<file path="config.mk">
export PLATFORM = sky130hd
export DESIGN_NAME = ecc_err_logger
export DESIGN_NICKNAME = d
export VERILOG_FILES = /design/src/rtl/ecc_err_logger.sv
export SDC_FILE = /design/constraint.sdc
export NUM_CORES = 1
export LEC_CHECK = 0
export ABC_AREA = 1
export BUFFER_PORTS_ARGS = -buffer_cell sky130_fd_sc_hd__buf_2
export CAP_MARGIN = 20
export CORE_MARGIN = 4
export CORE_UTILIZATION = 43
export CTS_CLUSTER_DIAMETER = 30
export CTS_CLUSTER_SIZE = 8
export DETAILED_ROUTE_END_ITERATION = 8
export HOLD_SLACK_MARGIN = 0.1
export PLACE_DENSITY = 0.7
export SLEW_MARGIN = 5
export SYNTH_ARGS = -nofsm -noshare
export SYNTH_HDL_FRONTEND = slang
export SYNTH_SLANG_ARGS = --single-unit
</file>
<file path="constraint.sdc">
create_clock -name clk -period 2.5 [get_ports clk]
set_input_delay 0 -clock clk [delete_from_list [all_inputs] [get_ports clk]]
set_output_delay 0 -clock clk [all_outputs]
set_load 0.03 [all_outputs]
</file>
<file path="src/rtl/ecc_err_logger.sv">
// ECC error-report logger: show-ahead FIFO of decoded error events plus
// saturating CE/UE/overflow counters and sticky interrupt flags.
module ecc_err_logger #(
    parameter int ADDR_W    = 32,
    parameter int DEPTH     = 8,
    parameter int CE_THRESH = 16
) (
    input  logic                       clk,
    input  logic                       rst,
    input  logic                       err_valid,
    input  logic                       single_err,
    input  logic                       double_err,
    input  logic                       err_corr,
    input  logic [7:0]                 err_pos,
    input  logic [ADDR_W-1:0]          err_addr,
    output logic                       log_valid,
    input  logic                       log_ready,
    output logic [ADDR_W+9:0]          log_data,
    output logic [$clog2(DEPTH):0]     log_count,
    output logic [15:0]                ce_cnt,
    output logic [15:0]                ue_cnt,
    output logic [15:0]                ovf_cnt,
    output logic                       irq_ce,
    output logic                       irq_ue,
    input  logic                       clr_stats,
    input  logic                       flush
);
    localparam int PTR_W = $clog2(DEPTH);
    localparam int CNT_W = PTR_W + 1;
    localparam int ENT_W = ADDR_W + 10;
    localparam logic [CNT_W-1:0] FULL_CNT = CNT_W'(DEPTH);
    localparam logic [15:0]      CE_TH    = 16'(CE_THRESH);

    logic [ENT_W-1:0] mem_q [DEPTH];
    logic [ENT_W-1:0] mem_d [DEPTH];
    logic [PTR_W-1:0] wr_ptr_q, wr_ptr_d, rd_ptr_q, rd_ptr_d;
    logic [CNT_W-1:0] count_q, count_d;
    logic [15:0]      ce_cnt_q, ce_cnt_d, ue_cnt_q, ue_cnt_d, ovf_cnt_q, ovf_cnt_d;
    logic             irq_ce_q, irq_ce_d, irq_ue_q, irq_ue_d;

    logic             ev, ce_ev, ue_ev, full, pop, push, drop;
    logic [ENT_W-1:0] entry;
    logic [15:0]      ce_next;

    // Handshake: an entry transfers on any cycle where log_valid & log_ready;
    // log_valid never depends on log_ready, and log_data is held until popped.
    always_comb begin
        ev    = err_valid & (single_err | double_err);
        ue_ev = ev & double_err;
        ce_ev = ev & ~double_err;
        entry = double_err ? {1'b1, 1'b0, 8'd0, err_addr}
                           : {1'b0, err_corr, err_pos, err_addr};
        full  = (count_q == FULL_CNT);
        pop   = (count_q != '0) & log_ready;
        // A full FIFO still accepts a push when the head leaves in the same cycle.
        push  = ev & ~flush & (~full | pop);
        drop  = ev & ~flush & full & ~pop;

        mem_d    = mem_q;
        wr_ptr_d = wr_ptr_q;
        rd_ptr_d = rd_ptr_q;
        count_d  = count_q;
        if (flush) begin
            wr_ptr_d = '0;
            rd_ptr_d = '0;
            count_d  = '0;
        end else begin
            if (push) begin
                mem_d[wr_ptr_q] = entry;
                wr_ptr_d        = wr_ptr_q + 1'b1;
            end
            if (pop) rd_ptr_d = rd_ptr_q + 1'b1;
            count_d = count_q + CNT_W'(push) - CNT_W'(pop);
        end

        ce_next   = (ce_cnt_q == 16'hFFFF) ? ce_cnt_q : ce_cnt_q + 16'd1;
        ce_cnt_d  = ce_cnt_q;
        ue_cnt_d  = ue_cnt_q;
        ovf_cnt_d = ovf_cnt_q;
        irq_ce_d  = irq_ce_q;
        irq_ue_d  = irq_ue_q;
        if (clr_stats) begin
            ce_cnt_d  = '0;
            ue_cnt_d  = '0;
            ovf_cnt_d = '0;
            irq_ce_d  = 1'b0;
            irq_ue_d  = 1'b0;
        end else begin
            if (ce_ev) begin
                ce_cnt_d = ce_next;
                if (ce_next >= CE_TH) irq_ce_d = 1'b1;
            end
            if (ue_ev) begin
                if (ue_cnt_q != 16'hFFFF) ue_cnt_d = ue_cnt_q + 16'd1;
                irq_ue_d = 1'b1;
            end
            if (drop && ovf_cnt_q != 16'hFFFF) ovf_cnt_d = ovf_cnt_q + 16'd1;
        end
    end

    always_ff @(posedge clk) begin
        if (rst) begin
            for (int i = 0; i < DEPTH; i++) mem_q[i] <= '0;
            wr_ptr_q  <= '0;
            rd_ptr_q  <= '0;
            count_q   <= '0;
            ce_cnt_q  <= '0;
            ue_cnt_q  <= '0;
            ovf_cnt_q <= '0;
            irq_ce_q  <= 1'b0;
            irq_ue_q  <= 1'b0;
        end else begin
            mem_q     <= mem_d;
            wr_ptr_q  <= wr_ptr_d;
            rd_ptr_q  <= rd_ptr_d;
            count_q   <= count_d;
            ce_cnt_q  <= ce_cnt_d;
            ue_cnt_q  <= ue_cnt_d;
            ovf_cnt_q <= ovf_cnt_d;
            irq_ce_q  <= irq_ce_d;
            irq_ue_q  <= irq_ue_d;
        end
    end

    assign log_valid = (count_q != '0);
    assign log_data  = log_valid ? mem_q[rd_ptr_q] : '0;
    assign log_count = count_q;
    assign ce_cnt    = ce_cnt_q;
    assign ue_cnt    = ue_cnt_q;
    assign ovf_cnt   = ovf_cnt_q;
    assign irq_ce    = irq_ce_q;
    assign irq_ue    = irq_ue_q;
endmodule
</file>
== Word-level counts from Yosys, hierarchy flattened ==
Index checks and enable logic that the tools add are counted.
Storage, ports and cells
  flip-flop bits (word level): 396
  input port bits: 49
  word-level logic and storage cells: 64
Cells by class
  bitwise operators: 16
  reduce and logical (&&, ||, !) cells: 8
  multiplexer cells: 9
  eq/ne operators: 4
  $add $sub $neg: 7
  $lt $le $gt $ge: 4
Operators with widths (number)
  336-bit bitwise mux: 1
  42-bit 2-to-1 mux: 5
  42-bit binary-select mux with 3-bit select: 1
  42-bit demux with 3-bit select: 1
  16-bit by 1-bit adder with 16-bit output (second input constant): 3
  16-bit inequality test (second input constant): 2
  16-bit == test (second input constant): 1
  16-bit by 5-bit greater-or-equal comparator with 1-bit output (second input constant): 1
  16-bit 2-to-1 mux: 1
  1-bit AND: 8
  4-bit greater-or-equal comparator (second input constant): 2
  3-bit NOT with 4-bit output: 2
  3-bit by 1-bit adder with 3-bit output (second input constant): 2
  2-bit AND reduction: 3
  4-bit by 1-bit adder with 4-bit output: 1
  4-bit == test (second input constant): 1
  4-bit by 1-bit less-than comparator with 1-bit output (second input constant): 1
  1-bit NOT: 4
  4-bit nonzero test: 1
  2-bit OR reduction: 2
  4-bit by 1-bit subtractor with 4-bit output: 1
  1-bit logical AND: 2
  1-bit OR: 2

== Longest topological paths before layout ==
  depth in word-level cells: 6
  gate-level depth with buffers: 14

== Worst setup path after synthesis ==
Ideal clock, no wire load.
  path kind: flip-flop to flip-flop
  from: register count_q[2] (netlist: log_count[2])
  to: register count_q[2] (netlist: log_count[2])
  path buffers: 0
  arrival: 2240 ps
  setup slack: 144 ps
  period minus slack after synthesis: 2356 ps
  stages on the path, launching flop included: 13
  path through: dfxtp_1 > inv_1 > ha_1 > nand2_4 > nand2_4 > nand2_2 > nand2_4 > ha_1 > inv_1 > ha_1 > fa_1 > xnor2_1 > nor2_1
On the way
  longest elaborated chain between the ends: 6
  elaborated cells between the ends (all ways): 8
  those cells by class: 2 x add/sub; 1 x eq/ne; 4 x bitwise; 1 x reduce/logical
RTL lines
  from (decl): line 37  | logic [CNT_W-1:0] count_q, count_d;
  from (signal assigned): line 116  | count_q <= count_d;
  4-bit nonzero test or 4-bit == test (tied branches): line 54, 53
  1-bit AND or 1-bit NOT (tied branches): line 54, 56
  1-bit OR: line 56  | push = ev & ~flush & (~full | pop);
  1-bit AND: line 56
  4-bit by 1-bit adder with 4-bit output: line 73  | count_d = count_q + CNT_W'(push) - CNT_W'(pop);
  4-bit by 1-bit subtractor with 4-bit output (*): line 73
Mark *: on every way between the ends. The rest lies on a longest branch, timed or not.
A chain may end at the register's enable or synchronous reset.

== Worst setup path in the final report ==
  from: register rd_ptr_q[0]
  to: output log_data[3]
On the way
  longest elaborated chain between the ends: 5
RTL lines
  from (decl): line 36  | logic [PTR_W-1:0] wr_ptr_q, wr_ptr_d, rd_ptr_q, rd_ptr_d;
  from (signal assigned): line 115  | rd_ptr_q <= rd_ptr_d;
  3-bit NOT with 4-bit output (not written as such): line 126  | assign log_data = log_valid ? mem_q[rd_ptr_q] : '0;
  42-bit binary-select mux with 3-bit select: line 126
  42-bit 2-to-1 mux (not written as such) (2 in a row): line 126
  42-bit 2-to-1 mux: line 126
  to (decl): line 18  | output logic [ADDR_W+9:0] log_data,
No other way between the ends. The select of a mux whose other input is x is not followed.

==> flow_metrics.tcl <==
set metrics [dict create \
    layout_common_cells "523 x o21ai_0, 398 x a21oi_1, 394 x dfxtp_1" \
    finalMaxSlewViolations 0 \
    crit_path_cell_trace "buf_4 -> buf_8 -> o21ai_0 -> nand3_1 -> nand2_1 -> a31oi_1 -> buf_2" \
    rows 73 \
    dp_hpwl_um 31400 \
    crit_type "register to output port" \
    critPathCaptureType "output port" \
    worstPathMaxFanout 44 \
    port_buffers 145 \
    met2_usage 0.372 \
    fin_util 0.562 \
    hp-class "input pin to register" \
    multiInputGateArea_mm2 0.00791 \
    clk_pin_slew_worst_paths_ns 0.04 \
    cts_tree "done" \
    tns_ns 0 \
    n_fill_cell 3540 \
    grt_pass1_wl_um 85700 \
    die_w_um 210 \
    p_leak_nw 8.91 \
    yosys.cell_types.count 43 \
    use_met3 0.0521 \
    synthesis.area_mm2 0.0176 \
    synth.area.top_cells "dfxtp_1 45%, o21ai_0 15%, a21oi_1 11%" \
    nets 2670 \
    first_pass_iters 5 \
    met1_usage 0.307 \
    via_per_inst 5.44 \
    slowest_delay_ns 0.44 \
    power_per_cell_area_mw_per_mm2 914 \
    clock_sinks 396 \
    synth_top_cell_area_share 0.451 \
    drcViolationCount 0 \
    grt_pass1_vias 16696 \
    synth_seq_cells 396 \
    grt_max_degree 97 \
    crit_arrival_ns 2.41 \
    grt.overflow.total 0 \
    cp_slowest_cell "dfxtp_4" \
    muxShareOfSynthArea 0 \
    clk_path_buf_depth 3 \
    period_needed_ns 2.41 \
    place_ws_ns 0.299 \
    busiest_layer "met2" \
    yosysTopAreaCell "dfxtp_1" \
    required_ns 2.50 \
    path_buf_inv 3 \
    core_area_mm2 0.0401 \
    synthSimpleGateAreaFrac 0.144 \
    peakVddDrop_mv 0.462 \
    fp.dieArea_mm2 0.0442 \
    finalSetupViolCount 0 \
    htreeDepth 3 \
    crit_path_start_kind "register" \
    area_growth_pct 28.3 \
    ff_latch_area_mm2 0.00794 \
    initial_utilization 0.438 \
    clkLatencyLatePin_ns 0.60 \
    syn_avg_cell_area_um2 7.19 \
    fin_crit_sh 0.963 \
    syn_nets 2504 \
    layout_setup_ws_ns 0.0934 \
    grt.total_usage 0.230 \
    rsz0062_at_grt "yes" \
    place_congestion 0.827 \
    path_delay_family "buffers and inverters" \
    hold_violations 0 \
    antenna_left 0 \
    drive_gt1_frac 0.144 \
    drv_cap 0 \
    wirelength_um 52800 \
    antennaDiodeCount 0 \
    drt-wirelength-per-cell_um 16.5 \
    yosysSeqAreaShare 0.451 \
    final_common_cell "o21ai_0" \
    grt_antenna_before_repair 0 \
    yosys.area_share.adder 0.00897 \
    dr_total_vias 17439 \
    worst-slew-pin-transition_ns 0.692 \
    holdWs_ns 0.297 \
    fmax_mhz 416 \
    yosys.area_share.xor_xnor 0.00399 \
    cts_root_buffer "clkbuf_16" \
    synth_top_family_by_area "compound AO/OA/AOI/OAI gates" \
    max-slew-margin-rel 0.538 \
    synth_compound_area_frac 0.292 \
    numCtsBuffers 90 \
    fin_worst_skew_ns 0.0178 \
    syn-instance-count 2443 \
    outcome "finished clean" \
    pin_count 146 \
    die_h_um 210 \
    yosys_warnings 0 \
    drtIter0Drc 1498 \
]
## metal layers
| metal | part of all wire | vias up | routed length, um |
|---|---|---|---|
| met5 | 0 | - | 0 |
| met4 | 0.020 | 0 | 1080 |
| met3 | 0.080 | 90 | 4240 |
| met2 | 0.46 | 680 | 24400 |
| met1 | 0.44 | 8120 | 23200 |
| li1 | - | 8549 | - |
## kinds of logic after synthesis
logic type,count (synthesis)
XOR/XNOR,8
AND/OR/NAND/NOR,589
adder cells (fa/ha/maj),12
flip-flops,396
buffers and inverters,431
AO/OA/AOI/OAI,1007
## worst register-to-register path, cell delays in order (launching register included)
cell     delay (ns)
dfxtp_1        0.32
inv_1          0.08
ha_1           0.23
nand2_4        0.10
nand2_4        0.07
nand2_2        0.09
nand2_4        0.10
ha_1           0.29
inv_1          0.04
ha_1           0.20
fa_1           0.38
xnor2_1        0.16
nor2_1         0.05
## power by group
group	switching (mW)	internal (mW)	total, mW
clock	3.62	8.59	12.2
combinational	1.31	0.593	1.90
sequential	0.0611	6.43	6.50
## timing repair
item	CTS	global route
gates resized for setup	4	16
endpoints found under the hold margin	385	0
setup endpoints to repair	16	27
setup buffers	0	2
hold buffers	53	0
## state kept, by name (all words and copies together) (netlist names)
register and cells:
ue_cnt 16, wr_ptr_q 3, mem_q 336, rd_ptr_q 3, ovf_cnt 16, irq_ce 1, log_count 4, irq_ue 1
ce_cnt 16
## stage by stage
step | cells | power [mW] | area [um^2]
floorplan | 2443 | 7.75 | 17600
CTS | 3203 | 20.7 | 22500
global route | 3205 | 21.2 | 22500
global placement | 2987 | 8.35 | 18700
finish | 3205 | 20.6 | 22500
detailed placement | 2987 | 8.37 | 18700
## final cells by class
class,count,share of cell area
clock buffers,123,0.114
inverters,255,0.0435
well taps,525,0.0291
repair buffers,250,0.0829
flip-flops and latches,396,0.352
clock inverters,40,0.0269
multi-input cells,1616,0.351
## cells in the mapped netlist (all sizes together)
cell type and n:
a211oi 3, a21o 1, a21oi 398, a22oi 1
a31oi 47, buf 60, clkbuf 116, clkinv 2
dfxtp 396, fa 1, ha 11, inv 253
nand2 144, nand3 64, nand3b 3, nand4 10
nor2 348, nor3 11, nor3b 5, nor4 3
o211ai 4, o21a 2, o21ai 548, o21ba 1
o21bai 1, o22ai 1, or2 1, xnor2 3
xor2 5
## path summary, 6_finish.rpt
| path | startpoint | slack [ns] | depth (start not counted) | endpoint |
|---|---|---|---|---|
| hold reg to reg | mem_q[273] | 0.45 | 2 | mem_q[273] |
| setup reg to reg | log_count[2] | 0.28 | 12 | log_count[2] |
| hold / removal | log_ready | 0.30 | 4 | rd_ptr_q[0] |
| setup / recovery | rd_ptr_q[0] | 0.09 | 7 | log_data[3] |
No activity file was read; power rests on OpenSTA's default activity.
